## config.mk

```make
export PLATFORM = sky130hd
export DESIGN_NAME = gf_log_table
export DESIGN_NICKNAME = d
export VERILOG_FILES = /design/src/rtl/gf_log_table.sv
export SDC_FILE = /design/constraint.sdc
export NUM_CORES = 2
export LEC_CHECK = 0
export BUFFER_PORTS_ARGS = -buffer_cell sky130_fd_sc_hd__buf_4
export CAP_MARGIN = 20
export CORE_UTILIZATION = 63
export DETAILED_ROUTE_END_ITERATION = 10
export PLACE_DENSITY_LB_ADDON = 0.12
export SETUP_SLACK_MARGIN = 0.5
export SLEW_MARGIN = 15
export SYNTH_ARGS = -nofsm -noshare
export SYNTH_HDL_FRONTEND = slang
export SYNTH_SLANG_ARGS = --single-unit
```

## constraint.sdc

```tcl
create_clock -name clk -period 5.26 [get_ports clk]
set_input_delay 0.263 -clock clk [delete_from_list [all_inputs] [get_ports clk]]
set_output_delay 0.263 -clock clk [all_outputs]
set_load 0.005 [all_outputs]
```

## src/rtl/gf_log_table.sv

```systemverilog
// GF(2^8) logarithm unit: builds a log RAM by walking the powers of 0x03 after reset,
// then answers base-0x03 log lookups over a valid/ready stream with one cycle of latency.
module gf_log_table #(
   parameter logic [7:0] POLY = 8'h1B
) (
   input  logic       clk,
   input  logic       rst,
   input  logic       in_valid,
   output logic       in_ready,
   input  logic [7:0] a,
   output logic       out_valid,
   input  logic       out_ready,
   output logic [7:0] l,
   output logic       zero,
   output logic       init_done
);

   typedef enum logic {StInit, StReady} state_e;

   state_e     state_q, state_d;
   logic [7:0] p_q, p_d;
   logic [7:0] i_q, i_d;
   logic [7:0] l_q, l_d;
   logic       out_valid_q, out_valid_d;
   logic       zero_q, zero_d;
   logic       init_done_q, init_done_d;

   logic [7:0] mem [256];
   logic [7:0] xtime_p;
   logic       accept;
   logic       mem_we;

   // p * 0x03 == xtime(p) ^ p in the AES field
   always_comb begin
      xtime_p = {p_q[6:0], 1'b0} ^ (p_q[7] ? POLY : 8'h00);
   end

   assign in_ready = (state_q == StReady) && (!out_valid_q || out_ready);
   assign accept   = in_valid && in_ready;
   assign mem_we   = (state_q == StInit) && !rst;

   always_comb begin
      state_d     = state_q;
      p_d         = p_q;
      i_d         = i_q;
      l_d         = l_q;
      out_valid_d = out_valid_q;
      zero_d      = zero_q;
      init_done_d = init_done_q;
      unique case (state_q)
         StInit: begin
            p_d = xtime_p ^ p_q;
            i_d = i_q + 8'd1;
            if (i_q == 8'hFE) begin
               state_d     = StReady;
               init_done_d = 1'b1;
            end
         end
         StReady: begin
            if (accept) begin
               out_valid_d = 1'b1;
               // mem[0x00] is never written, so a zero input bypasses the RAM
               if (a == 8'h00) begin
                  l_d    = 8'h00;
                  zero_d = 1'b1;
               end else begin
                  l_d    = mem[a];
                  zero_d = 1'b0;
               end
            end else if (out_ready) begin
               out_valid_d = 1'b0;
            end
         end
      endcase
   end

   always_ff @(posedge clk) begin
      if (rst) begin
         state_q     <= StInit;
         p_q         <= 8'h01;
         i_q         <= 8'h00;
         l_q         <= 8'h00;
         out_valid_q <= 1'b0;
         zero_q      <= 1'b0;
         init_done_q <= 1'b0;
      end else begin
         state_q     <= state_d;
         p_q         <= p_d;
         i_q         <= i_d;
         l_q         <= l_d;
         out_valid_q <= out_valid_d;
         zero_q      <= zero_d;
         init_done_q <= init_done_d;
      end
   end

   always_ff @(posedge clk) begin
      if (mem_we) begin
         mem[p_q] <= i_q;
      end
   end

   assign out_valid = out_valid_q;
   assign l         = l_q;
   assign zero      = zero_q;
   assign init_done = init_done_q;

endmodule

```

==> summary.txt <==
Clocking
  – CTS tree: done
  – Longest Clk Path Bufs: 3
  – Worst-Skew Late Latency: 0.84 ns
  – Root Driver: clkbuf_16
  – Clock transition at the registers of the reported paths: ~0.070 ns
  – H-tree depth: 4
  – Sinks on Clock Net: 2,076
  – Clock buffer count from CTS: 197
  – Setup bufs post-CTS: 0

Pwr
  – Power share of the clock group: 0.402
  – Comb pwr share: 0.067
  – Leakage Power: 28.3 nW
  – Internal power: 0.0268 W
  – PD cells: 387 nW/µm²
  – Total power: 0.0346 W
  – Net Sw Power: 0.00772 W
  – Switching Fraction: 0.223
  – Seq pwr share: 0.531
  – Max VDD drop: 0.402 mV

Final layout
  – Commonest non-fill, non-tap cells in the layout: edfxtp_1, mux4_2, nor2_1, clkbuf_16, nand2_1
  – Fillers: 7,544
  – Final Net Count: between 3,000 and 4,000
  – Share of post-route cells with drive strength above 1: 0.235
  – Multi-input logic area: between 15,000 and 20,000 µm²
  – Most common cell after layout, fill and taps aside: edfxtp_1
  – Reg area: about 62,000 µm²
  – Synthesis-to-finish area growth: 10.3%

STA
  – Period utilization: 0.650
  – Worst slew margin: 0.212
  – Fin crit period: 3.42 ns
  – Final setup TNS: 0 ns
  – Final hold vios: 0
  – Max Fclk: about 300 MHz
  – Final Slew Violations: 0
  – Setup WS post-layout: 1.84 ns
  – Final setup violation count: 0
  – Clk_skew: 0.0277 ns
  – Worst hold slack: 0.0762 ns
  – RSZ-0062 raised after global routing: no
  – Worst-Margin Slew: 1.18 ns

Floorplanning
  – Starting Density: 0.635
  – I/O pin cnt: 24
  – Die Wd: about 360 µm
  – Std-Cell Rows: between 100 and 150
  – Core area: ~130,000 µm²
  – Die area: between 100,000 and 150,000 µm²
  – Die H: between 300 and 400 µm

Logic synthesis
  – Ys flop type: edfxtp_1
  – Ys Warns: 0
  – Synthesized instance count: 3,803
  – Syn Nets: between 3,000 and 4,000
  – Yosys cell types: 63
  – Post-synth EDFFs: 2,048
  – Syn_area_per_cell: between 20 and 25 µm²
  – FF+latch count, synth: 2,076
  – Async set-reset flop share out of synthesis: 0
  – Syn Std Cell Area: 81,000 µm²
  – Sequential share of the synthesized area: 0.767

GRT
  – Vias in the first global route: 40,300
  – GRT busiest layer: met2
  – Antenna violations before repair: 7
  – Met2 Resource Use GR: 0.492
  – GRT Total Usage: 0.317
  – Grt met1 use: 0.442
  – M3 GR Usage: 0.0768
  – Gr ovfl total: 0
  – Largest net degree at the start of global routing: roughly 190
  – Global-route wire length before repair: 289 mm

Route
  – 1st-iter DRT viols: 5,768
  – Pre-antenna DRT Iters: 6
  – Antenna Nets Post-Route: 0
  – DRC viols: 0
  – Total Wirelength: 202 mm
  – Via count: 39,800
  – Routed len/inst: around 35 µm
  – Drt via density: 6.95

Placed design
  – HPWL after detailed placement: between 100 and 150 mm
  – # port buffers: 23
  – Routability cong.: 0.908
  – Setup WS pre-CTS: 1.26 ns

Critical path
  – CP Data Arrival Time: 3.86 ns
  – WS Path Type: reg2reg
  – CP required: roughly 5.7 ns
  – Reg2Reg Setup Slack: 1.84 ns
  – Crit. End Element: register
  – Crit Path Max Fanout: 9
  – CP Launch Type: register

Min path
  – Worst min-delay path category: in2reg

Run
  – Max Cap Viol: 0

Outcome
  – Status: finished, final reports clean
-- critical path, stage by stage, from the launching register on --
cell and delay (ns):
dfxtp_1 0.51, nor2b_1 0.36, nand3_1 0.85, buf_4 0.57
nor2_1 0.71
-- layout make-up --
class / count / share of cell area
Antenna cell: 2 / 0.0000561
Clock buffer: 250 / 0.0596
Clock inverter: 109 / 0.0110
Inverter: 15 / 0.000673
Multi-Input combinational cell: 1487 / 0.195
Sequential cell: 2076 / 0.696
Tap cell: 1662 / 0.0233
Timing Repair Buffer: 134 / 0.0148
-- Yosys cell counts, types with 22 or more instances --
library cell / count / share of area
clkbuf_1: 72 / 0.0033
buf_4: 27 / 0.0025
mux4_2: 506 / 0.14
buf_2: 67 / 0.0041
o221ai_1: 26 / 0.0028
dfxtp_1: 28 / 0.0069
a221oi_1: 22 / 0.0024
a22oi_1: 31 / 0.0029
nor2b_1: 22 / 0.0017
mux2i_1: 108 / 0.013
nand3_1: 28 / 0.0017
nor2_1: 310 / 0.014
edfxtp_1: 2048 / 0.76
a21oi_1: 44 / 0.0027
nand2_1: 150 / 0.0070
buf_6: 32 / 0.0045
-- power by group through the flow --
stage | logic (W) | registers (W) | clock network [W]
final | 0.00231 | 0.0184 | 0.0139
after CTS | 0.00227 | 0.0183 | 0.0140
after global placement | 0.00221 | 0.0187 | 0
after detailed placement | 0.00226 | 0.0187 | 0
after global routing | 0.00236 | 0.0184 | 0.0146
after floorplan | 0.00126 | 0.0187 | 0
-- per-layer routing --
metal / wire (µm) / up-vias / part of all wire
met4: 8730 / 10 / 0.043
met3: 21900 / 456 / 0.11
met5: 64 / - / 0.00032
met1: 74700 / 20900 / 0.37
li1: - / 16000 / -
met2: 96200 / 2448 / 0.48
-- logic make-up after synthesis --
group                      synth area share
buffers and inverters                0.0189
muxes                                 0.160
DFF                                   0.767
AOI/OAI and AO/OA                    0.0228
adders and majority gates           0.00155
and+or+nand+nor                      0.0292
xor gates and xnor gates            0.00130
-- registers in the layout, summed over array words and instances (netlist names) --
| register | count |
|---|---|
| out_valid | 1 |
| init_done | 1 |
| p_q | 8 |
| mem | 2048 |
| state_q | 1 |
| i_q | 8 |
| l | 8 |
| zero | 1 |
-- per-stage QoR --
step / instance area (µm²) / utilization / cells
3_3_place_gp: 82900 / 0.650 / 5369
2_1_floorplan: 81000 / - / 3803
5_1_grt: 89300 / 0.700 / 5733
3_5_place_dp: 82900 / 0.650 / 5370
4_1_cts: 89300 / 0.700 / 5733
6_report: 89300 / 0.700 / 5735
-- what timing repair did --
item                                   in CTS  in global routing
endpoints found under the hold margin      28                  0
hold buffers                                4                  0
resized for setup                           0                  0
-- path summary, 6_finish.rpt --
check / start / depth (start not counted) / end
worst max register to register: p_q[0] / 4 / mem[237][6]
worst max-delay path: p_q[0] / 4 / mem[237][6]
worst min register to register: l[3] / 2 / l[3]
worst min-delay path: in_valid / 5 / zero
(Power assumes the default switching activity.)
